**src/rtl/csa_seq_ctrl.sv**
```systemverilog
//------------------------------------------------------------------------------
// Module   : csa_seq_ctrl
// Purpose  : Sequential adder that reuses one 4-bit carry-select slice, one nibble per cycle.
//            Optional macro CSA_SEQ_OVF_EN adds a registered signed-overflow output.
// Revision : 1.0 - initial release
//------------------------------------------------------------------------------
`default_nettype none

module csa_seq_ctrl #(
   parameter int WIDTH = 16
) (
   input  logic             clk,
   input  logic             rst_n,
   input  logic             in_valid,
   output logic             in_ready,
   input  logic [WIDTH-1:0] a,
   input  logic [WIDTH-1:0] b,
   input  logic             cin,
   output logic             out_valid,
   input  logic             out_ready,
   output logic [WIDTH-1:0] sum,
   output logic             cout,
`ifdef CSA_SEQ_OVF_EN
   output logic             ovf,
`endif
   output logic             busy
);

   localparam int NIB  = WIDTH / 4;
   localparam int IDXW = (NIB > 1) ? $clog2(NIB) : 1;

   typedef enum logic [1:0] {
      IDLE = 2'd0,
      RUN  = 2'd1,
      DONE = 2'd2
   } state_t;

   state_t            r_state;
   state_t            w_state_nxt;

   logic [WIDTH-1:0]  r_a;
   logic [WIDTH-1:0]  r_b;
   logic [WIDTH-1:0]  r_sum;
   logic              r_carry;
   logic              r_cout;
   logic [IDXW-1:0]   r_idx;

   logic [3:0]        w_na;
   logic [3:0]        w_nb;
   logic [3:0]        w_s0;
   logic [3:0]        w_s1;
   logic [4:0]        w_rc0;
   logic [4:0]        w_rc1;
   logic [3:0]        w_slice_sum;
   logic              w_slice_co;
   logic              w_last;

   assign w_na   = r_a[{r_idx, 2'b00} +: 4];
   assign w_nb   = r_b[{r_idx, 2'b00} +: 4];
   assign w_last = (r_idx == IDXW'(NIB - 1));

   // Both ripple halves are evaluated speculatively; the live carry picks one.
   always_comb begin
      w_s0     = 4'd0;
      w_s1     = 4'd0;
      w_rc0    = 5'd0;
      w_rc1    = 5'd0;
      w_rc1[0] = 1'b1;
      for (int i = 0; i < 4; i++) begin
         w_s0[i]     = w_na[i] ^ w_nb[i] ^ w_rc0[i];
         w_rc0[i+1]  = (w_na[i] & w_nb[i]) | (w_rc0[i] & (w_na[i] ^ w_nb[i]));
         w_s1[i]     = w_na[i] ^ w_nb[i] ^ w_rc1[i];
         w_rc1[i+1]  = (w_na[i] & w_nb[i]) | (w_rc1[i] & (w_na[i] ^ w_nb[i]));
      end
      w_slice_sum = r_carry ? w_s1 : w_s0;
      w_slice_co  = r_carry ? w_rc1[4] : w_rc0[4];
   end

   always_ff @(posedge clk or negedge rst_n) begin
      if (!rst_n) begin
         r_state <= IDLE;
      end else begin
         r_state <= w_state_nxt;
      end
   end

   always_comb begin
      w_state_nxt = r_state;
      case (r_state)
         IDLE:    if (in_valid)  w_state_nxt = RUN;
         RUN:     if (w_last)    w_state_nxt = DONE;
         DONE:    if (out_ready) w_state_nxt = IDLE;
         default: w_state_nxt = IDLE;
      endcase
   end

   always_ff @(posedge clk or negedge rst_n) begin
      if (!rst_n) begin
         r_a     <= '0;
         r_b     <= '0;
         r_sum   <= '0;
         r_carry <= 1'b0;
         r_cout  <= 1'b0;
         r_idx   <= '0;
      end else begin
         if (r_state == IDLE && in_valid) begin
            r_a     <= a;
            r_b     <= b;
            r_carry <= cin;
            r_idx   <= '0;
         end else if (r_state == RUN) begin
            r_sum[{r_idx, 2'b00} +: 4] <= w_slice_sum;
            r_carry                    <= w_slice_co;
            r_idx                      <= w_last ? '0 : r_idx + IDXW'(1);
            if (w_last) begin
               r_cout <= w_slice_co;
            end
         end
      end
   end

`ifdef CSA_SEQ_OVF_EN
   logic r_ovf;
   logic w_c_msb;

   // Carry into the top bit, recovered from the selected slice's ripple chain.
   assign w_c_msb = r_carry ? w_rc1[3] : w_rc0[3];

   always_ff @(posedge clk or negedge rst_n) begin
      if (!rst_n) begin
         r_ovf <= 1'b0;
      end else if (r_state == RUN && w_last) begin
         r_ovf <= w_c_msb ^ w_slice_co;
      end
   end

   assign ovf = r_ovf;
`endif

   assign in_ready  = (r_state == IDLE);
   assign out_valid = (r_state == DONE);
   assign busy      = (r_state == RUN) || (r_state == DONE);
   assign sum       = r_sum;
   assign cout      = r_cout;

endmodule

`default_nettype wire
```
**config.mk**
```make
export PLATFORM = sky130hd
export DESIGN_NAME = csa_seq_ctrl
export DESIGN_NICKNAME = d
export VERILOG_FILES = /design/src/rtl/csa_seq_ctrl.sv
export SDC_FILE = /design/constraint.sdc
export NUM_CORES = 1
export LEC_CHECK = 0
export CAP_MARGIN = 20
export CORE_MARGIN = 2
export CORE_UTILIZATION = 54
export DETAILED_ROUTE_END_ITERATION = 16
export PLACE_DENSITY_LB_ADDON = 0.25
export SYNTH_ARGS = -nofsm -noshare
export SYNTH_HDL_FRONTEND = slang
export SYNTH_SLANG_ARGS = --single-unit
```
**constraint.sdc**
```tcl
create_clock -name clk -period 7.6 [get_ports clk]
set_clock_uncertainty 0.2 [all_clocks]
set_input_delay 1.52 -clock clk [delete_from_list [all_inputs] [get_ports clk]]
set_output_delay 1.52 -clock clk [all_outputs]
set_load 0.05 [all_outputs]
```
-- After elaboration in Yosys (flattened, before gate mapping)
Cells that the tools add are included.
Widths: inputs -> output; s select.
- bits in registers: 54
- input bits: 37
- output and inout port bits: 20
- word-level logic and storage cells: 67
- $add $sub $neg: 2
- equal/unequal tests: 6
- shift-type cells: 4
- multiplexer cells: 12
- bitwise gates (word level): 29
- reductions and logical operators: 7
- operators by type and width (kind ; number):
    $shiftx 16x5->4 ; 2
    $bwmux 16 ; 1
    $shift 4x6->16 const A ; 1
    $shiftx 4x6->16 ; 1
    $mux 2 ; 6
    $and 1x1->1 ; 10
    $xor 1x1->1 ; 10
    $or 1x1->1 ; 7
    $neg 4->6 ; 1
    $pmux 2 s3 ; 1
    $reduce_and 3->1 ; 2
    $eq 2x2->1 const B ; 2
    $mux 4 ; 1
    $ne 2x2->1 const B ; 2
    $mux 1 ; 3
    $add 2x1->2 const B ; 1
    $eq 2x1->1 const B ; 1
    $logic_not 2->1 ; 1
    $ne 2x1->1 const B ; 1
    $not 1->1 ; 2
    $reduce_and 2->1 ; 1
    $reduce_bool 2->1 ; 1
    $logic_and 1x1->1 ; 1
    $logic_or 1x1->1 ; 1

-- Logic depth before layout (Yosys ltp)
- word-level depth: 12
- gate-level depth with buffers: 12
- mapped depth without buffers: 11

-- Least setup slack after synthesis
OpenSTA, ideal clock, no wires.
- path type: register to register
- start: reg r_idx[1]
- end: reg r_sum[11], in the netlist sum[11]
- setup time: 0.121 ns
- data arrival time: 2.682 ns
- required time: 7.279 ns
- setup slack: 4.597 ns
- stages on the path, launching flop included: 12
- path buffers: 1
- period minus slack after synthesis: 3.003 ns
- cells stage by stage: dfrtp_1 clkbuf_1 mux4_2 ha_1 nor2_1 a21oi_1 fa_1 inv_1 fa_1 inv_1 fa_1 a22o_1
- word-level cells in the longest chain between the ends: 11
- elaborated cells between the ends (all ways): 30
- classes of those cells: 1 x add/sub; 4 x shift; 2 x mux; 23 x bitwise
- ends and longest elaborated chain (item ; line ; RTL):
    start, declared ; 46 ; logic [IDXW-1:0] r_idx;
    start signal, assigned ; 114 ; r_idx <= w_last ? '0 : r_idx + IDXW'(1);
    $shiftx 16x5->4 (on tied branches) ; 58, 59 ;
    $and 1x1->1 / $xor 1x1->1 (equally long branches) ; -- ;
    $or 1x1->1 ; 73 ; w_rc1[i+1] = (w_na[i] & w_nb[i]) | (w_rc1[i] & (w_na[i] ^ w_nb[i]));
    $and 1x1->1 ; 73 ;
    $or 1x1->1 ; 73 ;
    $and 1x1->1 ; 73 ;
    $or 1x1->1 ; 73 ;
    $xor 1x1->1 ; 72 ; w_s1[i] = w_na[i] ^ w_nb[i] ^ w_rc1[i];
    $mux 4 ; 75 ; w_slice_sum = r_carry ? w_s1 : w_s0;
    $shiftx 4x6->16 ; 112 ; r_sum[{r_idx, 2'b00} +: 4] <= w_slice_sum;
    $bwmux 16 * ; 112 ;
    end signal, assigned by index ; 112 ;
    end, declared ; 43 ; logic [WIDTH-1:0] r_sum;
Mark *: on every way between the ends. The rest lies on a longest branch, timed or not.
A chain may end at the register's enable or synchronous reset.

-- Worst setup path after layout
- start: reg r_state[1]
- end: out in_ready
- word-level cells in the longest chain between the ends: 1
- ends and longest elaborated chain (item ; line ; RTL):
    start, declared ; 38 ; state_t r_state;
    start signal, assigned ; 83 ; r_state <= w_state_nxt;
    $logic_not 2->1 ; 140 ; assign in_ready = (r_state == IDLE);
    end, declared ; 15 ; output logic in_ready,
Every way passes these cells.

==> results by group <==
Timing
  – Hold Violations, Final: 0
  – Achievable clock frequency: 274 MHz
  – Slew HR: 50.1%
  – Final Max Slew Viols: 0
  – Clock period minus final worst setup slack: 3.65 ns
  – Unrepaired setup endpoints after global routing: no
  – Least-Margin Pin Slew: 0.749 ns
  – Final setup violation count: 0
  – Total negative setup slack: 0 ns
  – Final cycle utilization of the critical path: 48.0%

Synthesis
  – Largest cells by area after synthesis: dfrtp_1, mux2_2, mux4_2
  – Area share of the largest cell type after synthesis: 53.5%
  – Area share of xor/xnor cells in the synthesized design: 0.347%
  – Number of enable flip-flop cells after synthesis: 0
  – Compound-Gate Fraction of Synth Area: 6.49%
  – Sequential cell area fraction in the yosys report: 53.5%
  – Simple-gate area share of the yosys netlist: 4.21%
  – Number of distinct library cell variants in the gate-level netlist after synthesis: 24
  – Mean instance size in the synthesized netlist: 14.1 um2
  – Combined area of all synthesized cells: 2520 um2
  – Multiplexer share of the synthesized area: 23.5%
  – Number of synthesized register bits: 54
  – Combinational family with the most area after synthesis: multiplexers
  – Synthesized Nets: 230
  – Synthesis warning total: 0
  – Cell taking the most area after synthesis: dfrtp_1
  – Async set-or-reset flop fraction in the synthesized netlist: 100%
  – Count of mapped cells out of synthesis: 179
  – Most used flip-flop cell after synthesis: dfrtp_1
  – Area share of fa/ha/maj cells after synthesis: 7.83%

Flow run
  – Number of max-cap violations: 0

Floorplanning
  – Placeable core region: 4410 um2
  – Starting density of the core: 57.2%
  – Die Ht: 72.4 um
  – Number of top-level pins: 57
  – Die area: 5240 um2
  – Horiz. Die Dim: 72.4 um
  – Site Rows: 24

Drt
  – Count of nets left with antenna violations after detail routing: 0
  – Routed vias: 1570
  – Detailed-route DRC error count: 0
  – DRT Wirelength: 4560 um
  – WL per Instance: 15.7 um
  – DRC marker count from the first detailed-route iteration: 114
  – Vias per cell: 5.41
  – First-pass iteration count of the detailed router: 4

Power
  – Static leakage power: 1.42 nW
  – Worst vdd ir: 0.210 mV
  – Cell area power density: 476 nW/um2

Clock tree
  – Clock buffers created by TritonCTS: 5
  – Buffers inserted by post-CTS timing repair: 0
  – CTS Hold Bufs: 0
  – CTS root buffer: clkbuf_8
  – Post-CTS Resized: 0
  – Clock tree from TritonCTS: built
  – Count of clock tree sinks: 54
  – Clock H-tree levels: 2
  – Number of buffers between clock root and the deepest sink: 2
  – Clock insertion delay at the later pin of the skew report: 0.30 ns
  – Register clock-pin slew on the reported worst setup and hold paths: 0.09 ns

Global routing
  – Number of global-route vias before repair: 1652
  – Gr usage total: 19.3%
  – Wire length of the first global-routing pass: 7660 um
  – Initial antenna violation count: 0
  – Final global-route overflow total: 0
  – Maximum number of pins on one net before global-route repair: 55

Critical path
  – R2R Path Start: r_idx[0]
  – Endpoint of the worst-slack reg-to-reg timing path: sum[3]
  – Delay-heaviest family, CP: buffers and inverters
  – CP Launch Point: r_state[1]
  – R2R cell count: 11
  – WP data arrival: 1.93 ns
  – Crit-path max FO: 6
  – Setup slack, reg-to-reg: 4.11 ns
  – Max stage delay on crit path: 0.84 ns
  – Combined buffer and inverter count along the critical path: 2
  – Critical path endpoint category: output pin
  – Startpoint Class: register
  – Crit path kind: reg2out
  – Master of the slowest instance on the critical path: clkdlybuf4s50_1
  – Crit path required time: 5.88 ns
  – Sequence of cells on the critical path: inv_1 > ha_1 > clkdlybuf4s50_1

Placement
  – Area post-placement: 3110 um2
  – Number of buffer cells added on primary ports: 56
  – HPWL after DPL: 3420 um
  – GPL Wtd Cong: 0.803

Worst hold path
  – Min-Delay Endpoint: sum[1]
  – Hold WC Path Type: reg2reg
  – Worst hold path cell count: 2
  – Hold_sp: sum[1]

Finish
  – Leading cell type in the layout, fill and taps excluded: clkdlybuf4s50_1
  – Final instance area: 3220 um2
  – Filler instances: 311
  – Number of inserted diodes: 0
  – Final layout net count: 288
  – Layout area overhead: 27.7%
  – Finished Core Util: 73.0%
  – Top library cells by usage in the layout, fill and taps aside: clkdlybuf4s50_1, dfrtp_1, mux2_2
  – Share of cells above drive strength 1: 22.3%

Outcome
  – Status: complete, no violations
cell type report:
type	count	area (um2)	area share [%]
Clock buffer	5	68.8	2.14
Inverter	15	56.3	1.75
Sequential cell	54	1350	41.9
Tap cell	52	65.1	2.02
Multi-Input combinational cell	103	1070	33.2
Clock inverter	3	40.0	1.24
Timing Repair Buffer	58	571	17.7
report_power, final:
group          internal [mW]  switching, mW  total, mW
combinational          0.372          0.457      0.830
sequential             0.422         0.0967      0.519
clock                 0.0970         0.0870      0.184
total                  0.891          0.641       1.53
worst max-delay path by stage:
stage	endpoint	slack (ns)	cells past startpoint
2_1_floorplan	sum[11]	4.60	11
3_3_place_gp	sum[7]	4.17	10
3_5_place_dp	sum[11]	4.09	10
4_1_cts	in_ready	3.95	3
5_1_grt	sum[3]	3.82	11
6_report	in_ready	3.95	3
routing by layer:
layer | wire [um] | GRT usage [%] | up-vias
li1 | - | - | 751
met3 | 180 | 5.14 | 8
met5 | 0 | 0 | -
met4 | 64 | 5.87 | 0
met2 | 2410 | 34.0 | 41
met1 | 1900 | 23.2 | 770
worst register-to-register path, cell delays in order (launching register included):
cell	delay (ns)
dfrtp_1	0.84
mux4_2	0.61
ha_1	0.21
nor2_1	0.09
a21oi_1	0.06
fa_1	0.36
inv_1	0.07
fa_1	0.15
inv_1	0.05
fa_1	0.55
nand2_1	0.06
o21ai_0	0.15
registers in the layout, indices dropped and copies added (netlist names):
register  cells
cout          1
sum          16
r_state       2
r_idx         2
r_carry       1
r_b          16
r_a          16
Yosys cell counts, types with 2 or more instances:
cell type	instances
dfrtp_1	54
mux2_2	33
inv_1	14
a22o_1	13
ha_1	11
nand2_1	11
mux4_2	8
a21oi_1	5
buf_2	4
fa_1	3
mux2i_1	3
nor2_1	3
o21ai_0	3
and4_1	2
buf_6	2
nor3b_1	2
logic make-up after synthesis:
group                    count (synthesis)
AO/OA/AOI/OAI                           22
adder cells (fa/ha/maj)                 14
multiplexers                            45
AND/OR/NAND/NOR                         21
flip-flops                              54
buffers and inverters                   22
XOR/XNOR                                 1
per-stage QoR:
step	worst slack, ns	hold slack (ns)	cells	power (mW)
3_3_place_gp	4.17	0.269	282	1.33
2_1_floorplan	4.60	0.274	179	1.12
5_1_grt	3.82	0.323	290	1.64
4_1_cts	3.95	0.294	290	1.55
3_5_place_dp	4.09	0.272	282	1.36
6_report	3.95	0.290	290	1.53
No activity file was read; power rests on OpenSTA's default activity.
